**src/rtl/apb_master.sv**
```systemverilog
`default_nettype none
// ============================================================================
//  Module   : apb_master
//  Function : Single-outstanding APB master. It turns a valid/ready command
//             into an APB SETUP/ACCESS transfer and returns a one-cycle
//             response pulse. A bounded ACCESS wait aborts with an error.
//  Revision : 1.0  initial release
// ============================================================================
module apb_master #(
  parameter int TIMEOUT_CYCLES = 16   // ACCESS cycles allowed before abort, 2..255
) (
  input  logic        pclk,
  input  logic        presetn,
  // local command side
  input  logic        cmd_valid,
  output logic        cmd_ready,
  input  logic        cmd_write,
  input  logic [31:0] cmd_addr,
  input  logic [31:0] cmd_wdata,
  // local response side
  output logic        rsp_valid,
  output logic [31:0] rsp_rdata,
  output logic        rsp_err,
  // APB bus side
  output logic        psel,
  output logic        penable,
  output logic        pwrite,
  output logic [31:0] paddr,
  output logic [31:0] pwdata,
  input  logic        pready,
  input  logic        pslverr,
  input  logic [31:0] prdata
);

  typedef enum logic [1:0] {
    IDLE   = 2'd0,
    SETUP  = 2'd1,
    ACCESS = 2'd2
  } state_t;

  // Counter value at which one more not-ready ACCESS edge means timeout.
  localparam logic [7:0] c_wait_last = 8'(TIMEOUT_CYCLES - 1);

  state_t      state_q;
  logic        psel_q;
  logic        penable_q;
  logic        pwrite_q;
  logic [31:0] paddr_q;
  logic [31:0] pwdata_q;
  logic        rsp_valid_q;
  logic [31:0] rsp_rdata_q;
  logic        rsp_err_q;
  logic [7:0]  wait_cnt_q;

  // Ready is a decode of the state register; it is high in the completion
  // cycle too, which is what lets transfers run back to back.
  assign cmd_ready = (state_q == IDLE);

  assign psel      = psel_q;
  assign penable   = penable_q;
  assign pwrite    = pwrite_q;
  assign paddr     = paddr_q;
  assign pwdata    = pwdata_q;
  assign rsp_valid = rsp_valid_q;
  assign rsp_rdata = rsp_rdata_q;
  assign rsp_err   = rsp_err_q;

  // Transfer sequencer: state, APB outputs, response and wait counter.
  always_ff @(posedge pclk or negedge presetn) begin
    if (!presetn) begin
      state_q     <= IDLE;
      psel_q      <= 1'b0;
      penable_q   <= 1'b0;
      pwrite_q    <= 1'b0;
      paddr_q     <= 32'd0;
      pwdata_q    <= 32'd0;
      rsp_valid_q <= 1'b0;
      rsp_rdata_q <= 32'd0;
      rsp_err_q   <= 1'b0;
      wait_cnt_q  <= 8'd0;
    end else begin
      // Response is a single-cycle pulse; data/err hold until overwritten.
      rsp_valid_q <= 1'b0;
      case (state_q)
        IDLE: begin
          if (cmd_valid) begin
            state_q    <= SETUP;
            psel_q     <= 1'b1;
            penable_q  <= 1'b0;
            pwrite_q   <= cmd_write;
            paddr_q    <= cmd_addr;
            // Reads drive zero so stale write data never appears on the bus.
            pwdata_q   <= cmd_write ? cmd_wdata : 32'd0;
            wait_cnt_q <= 8'd0;
          end
        end

        SETUP: begin
          state_q   <= ACCESS;
          penable_q <= 1'b1;
        end

        ACCESS: begin
          if (pready) begin
            // Completion wins even on the edge that would otherwise time out.
            state_q     <= IDLE;
            psel_q      <= 1'b0;
            penable_q   <= 1'b0;
            rsp_valid_q <= 1'b1;
            rsp_err_q   <= pslverr;
            rsp_rdata_q <= pwrite_q ? 32'd0 : prdata;
          end else if (wait_cnt_q == c_wait_last) begin
            state_q     <= IDLE;
            psel_q      <= 1'b0;
            penable_q   <= 1'b0;
            rsp_valid_q <= 1'b1;
            rsp_err_q   <= 1'b1;
            rsp_rdata_q <= 32'd0;
          end else begin
            wait_cnt_q <= wait_cnt_q + 8'd1;
          end
        end

        default: begin
          state_q   <= IDLE;
          psel_q    <= 1'b0;
          penable_q <= 1'b0;
        end
      endcase
    end
  end

endmodule
`default_nettype wire

```
**config.mk**
```make
export PLATFORM = sky130hd
export DESIGN_NAME = apb_master
export DESIGN_NICKNAME = d
export VERILOG_FILES = /design/src/rtl/apb_master.sv
export SDC_FILE = /design/constraint.sdc
export NUM_CORES = 1
export LEC_CHECK = 0
export BUFFER_PORTS_ARGS = -buffer_cell sky130_fd_sc_hd__buf_2
export CORE_MARGIN = 2
export CORE_UTILIZATION = 46
export CTS_CLUSTER_SIZE = 28
export DETAILED_ROUTE_END_ITERATION = 10
export GPL_ROUTABILITY_DRIVEN = 0
export PLACE_DENSITY = 0.8
export SETUP_SLACK_MARGIN = 0.2
export SLEW_MARGIN = 20
export SYNTH_ARGS = -nofsm -noshare
export SYNTH_HDL_FRONTEND = slang
export SYNTH_SLANG_ARGS = --single-unit
```
**constraint.sdc**
```tcl
create_clock -name pclk -period 2.04 [get_ports pclk]
set_input_delay 0.306 -clock pclk [delete_from_list [all_inputs] [get_ports pclk]]
set_output_delay 0.306 -clock pclk [all_outputs]
set_load 0.05 [all_outputs]
```
==> summary.txt <==
Cell with the most instances after synthesis - nand2_1
Largest net degree at the start of global routing - 49
Vias in the first global route - 3628
Cell Area, Synth - 0.004237 mm^2
Final hold violation count - 0
Seq pwr share - 33.1%
Synth top area cells - dfrtp_1 (65%), nand2_1 (15%), a22o_1 (6.6%)
Worst min path class - primary input to flip-flop
Number of synthesized flops with an enable pin - 0
Vias per std cell - 5.027
Max IR drop VDD - 1.153 mV
GRT busiest layer - met2
Fraction of registers with async set/reset - 100.0%
DIE HEIGHT - 99.97 um
Setup Buffers After CTS - 0
Detail Route Antenna Nets - 0
YS warnings - 0
Top cell family by delay on the critical path - simple AND/OR/NAND/NOR gates
CP Launch Type - flip-flop
Final Max Tran Viols - 0
Number of H-tree levels - 3
Status - finished clean
Worst Path Required - 2.28 ns
Initial DRC count - 111
DP HPWL - 7279 um
Clock buffer depth - 2
DR DRC count - 0
Largest area contributor in the netlist - dfrtp_1
CP max stage delay - 0.59 ns
Leakage - 0.003232 uW
Rows - 35
Tmin final - 1.761 ns
CP endpoint kind - flip-flop
IO Count - 204
Fmax - 567.8 MHz
CTS sink cnt - 110
Data arrival, critical path - 2.00 ns
Skew-Pair Late Insertion Delay - 0.36 ns
Clock root cell - clkbuf_8
Grt met2 use - 33.58%
Layout Cells excl Fill - 728
Clock transition at path regs - 0.11 ns
CTS tree - done
Internal power - 5116 uW
Initial antenna violation count - 0
CP Cell Sequence - or4_4 > nor2_2 > o21ai_2 > buf_12 > a22o_1
Final Setup Violations - 0
Antenna diodes - 0
Worst Skew - 0.01485 ns
Fin Setup TNS - 0 ns
Clock share of power - 12.5%
Layout cells sized above 1 - 37.93%
Slowest cell on crit path - or4_4
Worst slew pin tran - 0.6004 ns
Initial core utilization - 46.74%
Worst slew margin - 59.89%
Total gr overflow - 0
Critical Path Fanout Max - 33
CORE AREA - 0.009065 mm^2
Buf/Inv on CP - 1
Sw Pwr - 5919 uW
WL/cell - 13.93 um
CTS Buf Count - 9
Total GRT Usage - 20.53%
CP Class - flip-flop to flip-flop
Register area share after synthesis - 64.97%
Die Wd - 99.97 um
#FFs+latches synth - 110
First-pass GRT wire length - 16500 um
Post-synthesis cell type count - 33
M3 GR Usage - 6.476%
Most instantiated cells after synthesis - nand2_1 (170), dfrtp_1 (110), nand3_1 (39), a22o_1 (32), clkbuf_1 (11)
DRT Wirelength - 10140 um
Max-Cap Viols - 0
Die area - 0.009994 mm^2
Period utilisation layout - 86.34%
Area grow syn2layout - 32.01%
Fillcell total - 784
Synth Area per Inst - 10.23 um^2
GRT met1 Usage - 25.97%
Via count - 3660
Post-synth net total - 517
Mapped Cells - 414
Main synth FF type - dfrtp_1
Power per cell area - 1973 mW/mm^2
RSZ-0062 raised after global routing - false
Number of port buffers - 203
Area share of the largest cell type after synthesis - 64.97%
Combinational share of power - 54.4%
Dpl cells - 711
Net Sw Frac - 53.64%
DRT Pass-1 Iters - 4
Nets@finish - 715
## sequential cells by signal (all words and copies together) (netlist names)
signal	flops
psel	1
pwdata	32
wait_cnt_q	8
rsp_err	1
state_q	2
paddr	32
pwrite	1
rsp_valid	1
rsp_rdata	32
## cell families (layout without fill, tap and decap cells)
logic type               after synthesis  count (layout)  synth area share [%]
AND/OR/NAND/NOR                      220             220                 21.32
flip-flops                           110             110                 64.97
AO/OA/AOI/OAI                         51              51                 9.688
buffers and inverters                 31             234                 3.514
adder cells (fa/ha/maj)                1               1                0.2953
XOR/XNOR                               1               1                0.2068
## stage by stage
stage          worst slack, ns  hold WS (ns)  cell area, um^2  power [uW]  utilization (%)
3_5_place_dp            0.2481        0.2604             5359        9724            59.12
3_3_place_gp            0.3109        0.2576             5359        9593            59.12
5_1_grt                 0.1972        0.1145             5593       11650            61.70
6_report                0.2787        0.1281             5593       11040            61.70
2_1_floorplan           0.2814       0.01041             4237        8218                -
4_1_cts                 0.2449        0.1098             5585       11120            61.61
## timing repair
item,CTS,global route
gates resized for setup,0,1
endpoints found under the setup margin,0,4
hold endpoints to repair,29,0
hold buffers,1,0
## placed cells by master, fill, tap and decap left out, types with 3 or more instances in the layout
cell / instances
nand3_1: 39
nand2_1: 170
o21ai_0: 4
buf_4: 8
a22o_1: 32
inv_1: 4
clkbuf_8: 11
dfrtp_1: 110
clkinv_4: 3
buf_2: 202
## power by group through the flow
stage	combinational, uW	clock (uW)	sequential [uW]
6_report	6000	1380	3650
3_5_place_dp	6050	0	3670
3_3_place_gp	5950	0	3640
2_1_floorplan	1320	0	6900
4_1_cts	6040	1420	3650
5_1_grt	6370	1510	3760
## per-layer routing
layer / part of all wire, % / wire length (um)
met5: 0 / 0
met4: 1.7 / 172
met3: 9.8 / 993
met2: 46 / 4697
met1: 42 / 4276
## worst paths after layout
| kind | startpoint | end | slack, ns | cells after the start |
|---|---|---|---|---|
| setup / recovery | wait_cnt_q[4] | rsp_rdata[1] | 0.28 | 5 |
| hold / removal | cmd_addr[10] | paddr[10] | 0.13 | 3 |
| setup reg to reg | wait_cnt_q[4] | rsp_rdata[1] | 0.28 | 5 |
| hold reg to reg | pwdata[1] | pwdata[1] | 0.47 | 2 |
| max in group asynchronous | presetn | pwdata[24] | 0.86 | 3 |
| min in group asynchronous | presetn | rsp_rdata[27] | 0.41 | 2 |
## area by class of cell
class | instances | area [um^2] | area share [%]
repair buffers | 213 | 1121 | 20.04
clock inverters | 5 | 65.06 | 1.163
clock buffers | 11 | 151.4 | 2.707
well taps | 111 | 138.9 | 2.483
multi-input cells | 273 | 1345 | 24.05
flip-flops and latches | 110 | 2753 | 49.22
inverters | 5 | 18.77 | 0.3356
## tightest hold or removal path, cell delays in order
cell and delay [ns]:
buf_2 0.07, nand2_1 0.04, nand2_1 0.04
No activity file was read; power rests on OpenSTA's default activity.
